**src/rtl/mcu_pkg.sv**
```systemverilog
// Shared core constants: bus widths, NOP encoding, opcode classes and fetch redirect selects.
package mcu_pkg;

    localparam int ADDR_W      = 11;
    localparam int INSTR_W     = 14;
    localparam int STACK_DEPTH = 8;

    localparam logic [INSTR_W-1:0] NOP = 14'h0000;

    // Opcode classes shared with the decoder (top bits of the 14-bit word)
    localparam logic [2:0]         OPC_CALL   = 3'b100;
    localparam logic [2:0]         OPC_GOTO   = 3'b101;
    localparam logic [INSTR_W-1:0] OPC_RETURN = 14'h0008;
    localparam logic [3:0]         OPC_RETLW  = 4'b1101;

    typedef enum logic [2:0] {
        SEL_SEQ,
        SEL_RET,
        SEL_CALL,
        SEL_JUMP,
        SEL_SKIP
    } fetch_sel_e;

    function automatic logic [ADDR_W-1:0] pc_inc(input logic [ADDR_W-1:0] pc);
        return pc + 1'b1;
    endfunction

endpackage

```
**src/rtl/call_stack.sv**
```systemverilog
// Circular hardware return stack with sticky overflow/underflow flags.
module call_stack
    import mcu_pkg::*;
#(
    parameter int DEPTH = STACK_DEPTH,
    parameter int W     = ADDR_W
) (
    input  logic         clk,
    input  logic         rst,
    input  logic         push_i,
    input  logic         pop_i,
    input  logic [W-1:0] push_data_i,
    output logic [W-1:0] top_o,
    output logic         overflow_o,
    output logic         underflow_o
);

    localparam int              PTR_W = $clog2(DEPTH);
    localparam logic [PTR_W:0]  FULL  = (PTR_W+1)'(DEPTH);

    logic [W-1:0]     mem_q [DEPTH];
    logic [PTR_W-1:0] sp_q, sp_d, sp_dec;
    logic [PTR_W:0]   cnt_q, cnt_d;
    logic             of_q, of_d;
    logic             uf_q, uf_d;

    // Pointer wraps naturally; an empty pop still reads the wrapped slot
    assign sp_dec      = sp_q - 1'b1;
    assign top_o       = mem_q[sp_dec];
    assign overflow_o  = of_q;
    assign underflow_o = uf_q;

    always_comb begin
        sp_d  = sp_q;
        cnt_d = cnt_q;
        of_d  = of_q;
        uf_d  = uf_q;
        if (push_i) begin
            sp_d = sp_q + 1'b1;
            if (cnt_q == FULL) of_d = 1'b1;
            else               cnt_d = cnt_q + 1'b1;
        end else if (pop_i) begin
            sp_d = sp_dec;
            if (cnt_q == '0) uf_d = 1'b1;
            else             cnt_d = cnt_q - 1'b1;
        end
    end

    always_ff @(posedge clk) begin
        if (push_i) mem_q[sp_q] <= push_data_i;
    end

    always_ff @(posedge clk or posedge rst) begin
        if (rst) begin
            sp_q  <= '0;
            cnt_q <= '0;
            of_q  <= 1'b0;
            uf_q  <= 1'b0;
        end else begin
            sp_q  <= sp_d;
            cnt_q <= cnt_d;
            of_q  <= of_d;
            uf_q  <= uf_d;
        end
    end

endmodule

```
**src/rtl/pc_fetch_unit.sv**
```systemverilog
// Fetch stage: program counter, instruction register and redirect handling in front of the ROM.
module pc_fetch_unit
    import mcu_pkg::*;
(
    input  logic               clk,
    input  logic               rst,
    input  logic               stall,
    output logic [ADDR_W-1:0]  Rom_addr_out,
    input  logic [INSTR_W-1:0] Rom_data_in,
    output logic [INSTR_W-1:0] ir_out,
    output logic [ADDR_W-1:0]  ir_pc_out,
    output logic               ir_valid,
    input  logic               jump_req,
    input  logic [ADDR_W-1:0]  jump_target,
    input  logic               call_req,
    input  logic [ADDR_W-1:0]  call_target,
    input  logic               ret_req,
    input  logic               skip_req,
    output logic               stack_overflow,
    output logic               stack_underflow
);

    logic [ADDR_W-1:0]  pc_q, pc_d;
    logic [ADDR_W-1:0]  ir_pc_q, ir_pc_d;
    logic [INSTR_W-1:0] ir_q, ir_d;
    logic               ir_valid_q, ir_valid_d;
    logic [ADDR_W-1:0]  stack_top;
    logic               push, pop;
    fetch_sel_e         sel;

    // Requests come from the instruction in IR, so a bubble or stall ignores them
    always_comb begin
        sel = SEL_SEQ;
        if (!stall && ir_valid_q) begin
            if (ret_req)       sel = SEL_RET;
            else if (call_req) sel = SEL_CALL;
            else if (jump_req) sel = SEL_JUMP;
            else if (skip_req) sel = SEL_SKIP;
        end
    end

    assign push = (sel == SEL_CALL);
    assign pop  = (sel == SEL_RET);

    always_comb begin
        pc_d       = pc_q;
        ir_pc_d    = ir_pc_q;
        ir_d       = ir_q;
        ir_valid_d = ir_valid_q;
        if (!stall) begin
            ir_d       = NOP;
            ir_valid_d = 1'b0;
            case (sel)
                SEL_RET:  pc_d = stack_top;
                SEL_CALL: pc_d = call_target;
                SEL_JUMP: pc_d = jump_target;
                SEL_SKIP: pc_d = pc_inc(pc_q);
                default: begin
                    pc_d       = pc_inc(pc_q);
                    ir_d       = Rom_data_in;
                    ir_pc_d    = pc_q;
                    ir_valid_d = 1'b1;
                end
            endcase
        end
    end

    always_ff @(posedge clk or posedge rst) begin
        if (rst) begin
            pc_q       <= '0;
            ir_pc_q    <= '0;
            ir_q       <= NOP;
            ir_valid_q <= 1'b0;
        end else begin
            pc_q       <= pc_d;
            ir_pc_q    <= ir_pc_d;
            ir_q       <= ir_d;
            ir_valid_q <= ir_valid_d;
        end
    end

    call_stack #(
        .DEPTH (STACK_DEPTH),
        .W     (ADDR_W)
    ) u_call_stack (
        .clk         (clk),
        .rst         (rst),
        .push_i      (push),
        .pop_i       (pop),
        .push_data_i (pc_inc(ir_pc_q)),
        .top_o       (stack_top),
        .overflow_o  (stack_overflow),
        .underflow_o (stack_underflow)
    );

    assign Rom_addr_out = pc_q;
    assign ir_out       = ir_q;
    assign ir_pc_out    = ir_pc_q;
    assign ir_valid     = ir_valid_q;

endmodule

```
**config.mk**
```make
export PLATFORM = sky130hd
export DESIGN_NAME = pc_fetch_unit
export DESIGN_NICKNAME = d
export VERILOG_FILES = /design/src/rtl/mcu_pkg.sv /design/src/rtl/call_stack.sv /design/src/rtl/pc_fetch_unit.sv
export SDC_FILE = /design/constraint.sdc
export NUM_CORES = 1
export LEC_CHECK = 0
export BUFFER_PORTS_ARGS = -buffer_cell sky130_fd_sc_hd__buf_2
export CAP_MARGIN = 20
export CORE_MARGIN = 2
export CORE_UTILIZATION = 47
export CTS_CLUSTER_DIAMETER = 50
export DETAILED_ROUTE_END_ITERATION = 8
export HOLD_SLACK_MARGIN = 0.02
export PLACE_DENSITY = 0.67
export SYNTH_ARGS = -nofsm -noshare
export SYNTH_HDL_FRONTEND = slang
export SYNTH_HIERARCHICAL = 1
export SYNTH_SLANG_ARGS = --single-unit
```
**constraint.sdc**
```tcl
create_clock -name clk -period 4.5 [get_ports clk]
set_clock_uncertainty 0.1 [all_clocks]
set_input_delay 0.9 -clock clk [delete_from_list [all_inputs] [get_ports clk]]
set_output_delay 0.9 -clock clk [all_outputs]
set_load 0.01 [all_outputs]
```
==> metrics.cfg <==
[timing]
setup_repair_after_global_routing_missed_its_margin = no
worst_pin_slew_ps = 888
setup_viol = 0
postLayoutSetupSlackWorst_ps = 1280
final.min_clock_period_ps = 3220
timing.final.crit_share = 0.717
tns_ps = 0
slew_viol_final = 0
report.final.hold_viol_count = 0
maxSlewHeadroom = 0.406
worst_hold_slack_ps = 354
timing.fmax_ghz = 0.310

[global_routing]
track_usage = 0.205
number_of_global_route_vias_before_repair = 3573
grt_overflow_total = 0
antenna_found_initial = 0
grt_pass1_wl_microns = 20000
maximum_number_of_pins_on_one_net_before_global_route_repair = 38

[setup_path]
worstPathRequired_ps = 4440
worstPathMaxFanout = 29
slowest_stage = sky130_fd_sc_hd__nor2_1
arrival_ps = 3160
critical_path.n_buffers_inverters = 2
critPathLaunchType = input port
rr_endpoint = u_call_stack/mem_q[7][3]
timing.critical_path.slowest_cell_delay_ps = 730
rr_worst_depth = 5
worst-path-stages = 6
r2r_start = ir_valid
worst_setup_path_endpoint = u_call_stack/mem_q[7][3]
timing.critical_path.from = stall
worst_path_dominant_cell_family = simple AND/OR/NAND/NOR gates
critical_path_class = input port to flip-flop
cp_cell_sequence = buf_2 -> nor3b_4 -> nand2_1 -> inv_1 -> nand2_1 -> nor2_1
worst-r2r-setup-slack_ps = 1560
worst_setup_path_end_kind = flip-flop
path_common_cell = sky130_fd_sc_hd__nand2_1

[cells_and_area]
finalCoreUtilization = 0.577
num-nets-final = 520
layout.cells.most_common = sky130_fd_sc_hd__edfxtp_1
most-common-layout-cells = sky130_fd_sc_hd__edfxtp_1 (88), sky130_fd_sc_hd__buf_2 (81), sky130_fd_sc_hd__dfrtp_1 (46)
area_growth_syn_to_layout_pct = 20.7
fillers = 997
n_antenna_cell = 0
post_route_cells_drive_above_1_share = 0.356

[pwr]
p_per_area_nw_per_um2 = 706
irDropWorstVdd_v = 0.000298
p_leak_nw = 2.87

[synthesis]
synth.ff_latch_count = 134
yosysTopAreaCell = sky130_fd_sc_hd__edfxtp_1
synth_cells = 373
synth_flop_cell = sky130_fd_sc_hd__edfxtp_1
postSynthNetCount = 423
syn-mean-instance-area_sq_um = 16.0
synth_cell_type_count = 59
synth-seq-area-share = 0.634
post_synth_main_area_contributors = sky130_fd_sc_hd__edfxtp_1 (44%), sky130_fd_sc_hd__dfrtp_1 (19%), sky130_fd_sc_hd__mux4_2 (5.6%)
synth_edf_count = 88
ys_warnings = 6
async_sr_flop_fraction = 0.343
netlist_area_sq_um = 5980
post-synth-top-area-fraction = 0.442

[floorplanning]
fp.dieH_microns = 117
i_o_pin_count = 82
coreArea_sq_um = 12500
floorplan.die_area_sq_um = 13600
rows = 41
initial_cell_density_of_the_core = 0.478
die_x_microns = 117

[cts]
cts-buffers-inserted = 17
clock_insertion_delay_worst_skew_ps = 420
post-cts-setup-buffers = 0
clock_tree.root_cell = sky130_fd_sc_hd__clkbuf_16
path_clk_slew_ps = 60
h-tree-depth = 4
cts_max_path_buffers = 2
tritoncts = yes
clock_sinks = 134
cts_resized = 0
cts_hold_repair.buffers = 0

[run_status]
status = completed

[run]
max_cap_violations = 0

[worst_hold_path]
hold_path.class = flip-flop to flip-flop

[place]
routabilityCongestion = 0.826
post-dp-hpwl_microns = 9160
place_worst_setup_slack_ps = 939
buffer_ports.inserted = 81

[routing]
drt_wl_total_microns = 13300
drtPass1Iterations = 5
vias = 3606
drc = 0
drt_iter0_markers = 275
avgViaCountPerCell = 5.51
route.detailed.wl_per_inst_microns = 20.2
postRouteAntennaNets = 0

per-layer routing:
layer,wire (microns),global-route usage,share of wire
met4,245,0.0831,0.018
met3,807,0.0499,0.061
met2,6450,0.337,0.49
met5,0,0,0
met1,5750,0.265,0.43
flip-flops by register name (all words and copies together), names as in the netlist:
name / cells
u_call_stack/cnt_q: 4
ir_pc_out: 11
u_call_stack/overflow_o: 1
ir_valid: 1
u_call_stack/mem_q: 88
u_call_stack/underflow_o: 1
u_call_stack/sp_q: 3
ir_out: 14
Rom_addr_out: 11
synthesized netlist by cell type, drive strengths merged, types with 2 or more instances:
cell,number
o211ai,2
a221oi,3
nand2b,7
mux2,23
o32ai,3
a21oi,8
nand4b,2
nor2,18
nand3,11
nand2,21
xnor2,12
o22ai,3
buf,12
ha,6
a22oi,2
o21a,3
and4,2
edfxtp,88
mux4,23
a22o,14
nor4,3
nand4,2
dfrtp,46
o21ai,3
xor2,5
a211oi,2
a21o,2
and2,3
clkbuf,3
mux2i,3
inv,11
nor3,7
a31oi,4
and3,4
a21boi,2
stage by stage:
| step | cells | total power, mW | cell area (sq um) |
|---|---|---|---|
| after CTS | 655 | 5.15 | 7220 |
| after global placement | 623 | 3.58 | 6570 |
| after detailed placement | 623 | 3.62 | 6570 |
| after global routing | 655 | 5.35 | 7220 |
| final | 655 | 5.10 | 7220 |
| after floorplan | 373 | 3.06 | 5980 |
layout make-up:
cell class,count,area [sq um],share of cell area
sequential,134,3790,0.525
clock inverter,14,221,0.0307
clock buffer,18,429,0.0594
tap,172,215,0.0298
timing repair buffer,93,495,0.0686
inverter,11,41.3,0.00572
multi-input combinational,213,2020,0.280
worst min-delay path by stage:
stage / start / to / slack [ps] / depth (start not counted)
after detailed placement: u_call_stack/underflow_o / u_call_stack/underflow_o / 350 / 1
after global routing: rst / u_call_stack/sp_q[0] / 390 / 2
after CTS: rst / u_call_stack/sp_q[0] / 360 / 2
final: u_call_stack/underflow_o / u_call_stack/underflow_o / 350 / 1
after floorplan: u_call_stack/underflow_o / u_call_stack/underflow_o / 390 / 1
after global placement: u_call_stack/underflow_o / u_call_stack/underflow_o / 340 / 1
power by group:
part           internal [mW]  switching [mW]
registers               1.65           0.244
logic                  0.814           0.881
clock network          0.991           0.520
total                   3.45            1.65
cell families (layout without fill, tap and decap cells):
kind of cell	count (synthesis)	after routing	synth area share
and+or+nand+nor	83	83	0.0724
adders and majority gates	7	7	0.0159
xor gates and xnor gates	17	17	0.0249
DFF	134	134	0.634
AOI/OAI and AO/OA	57	57	0.0776
muxes	49	49	0.147
buffers and inverters	26	136	0.0274
Power figures use the tool's default switching activity.
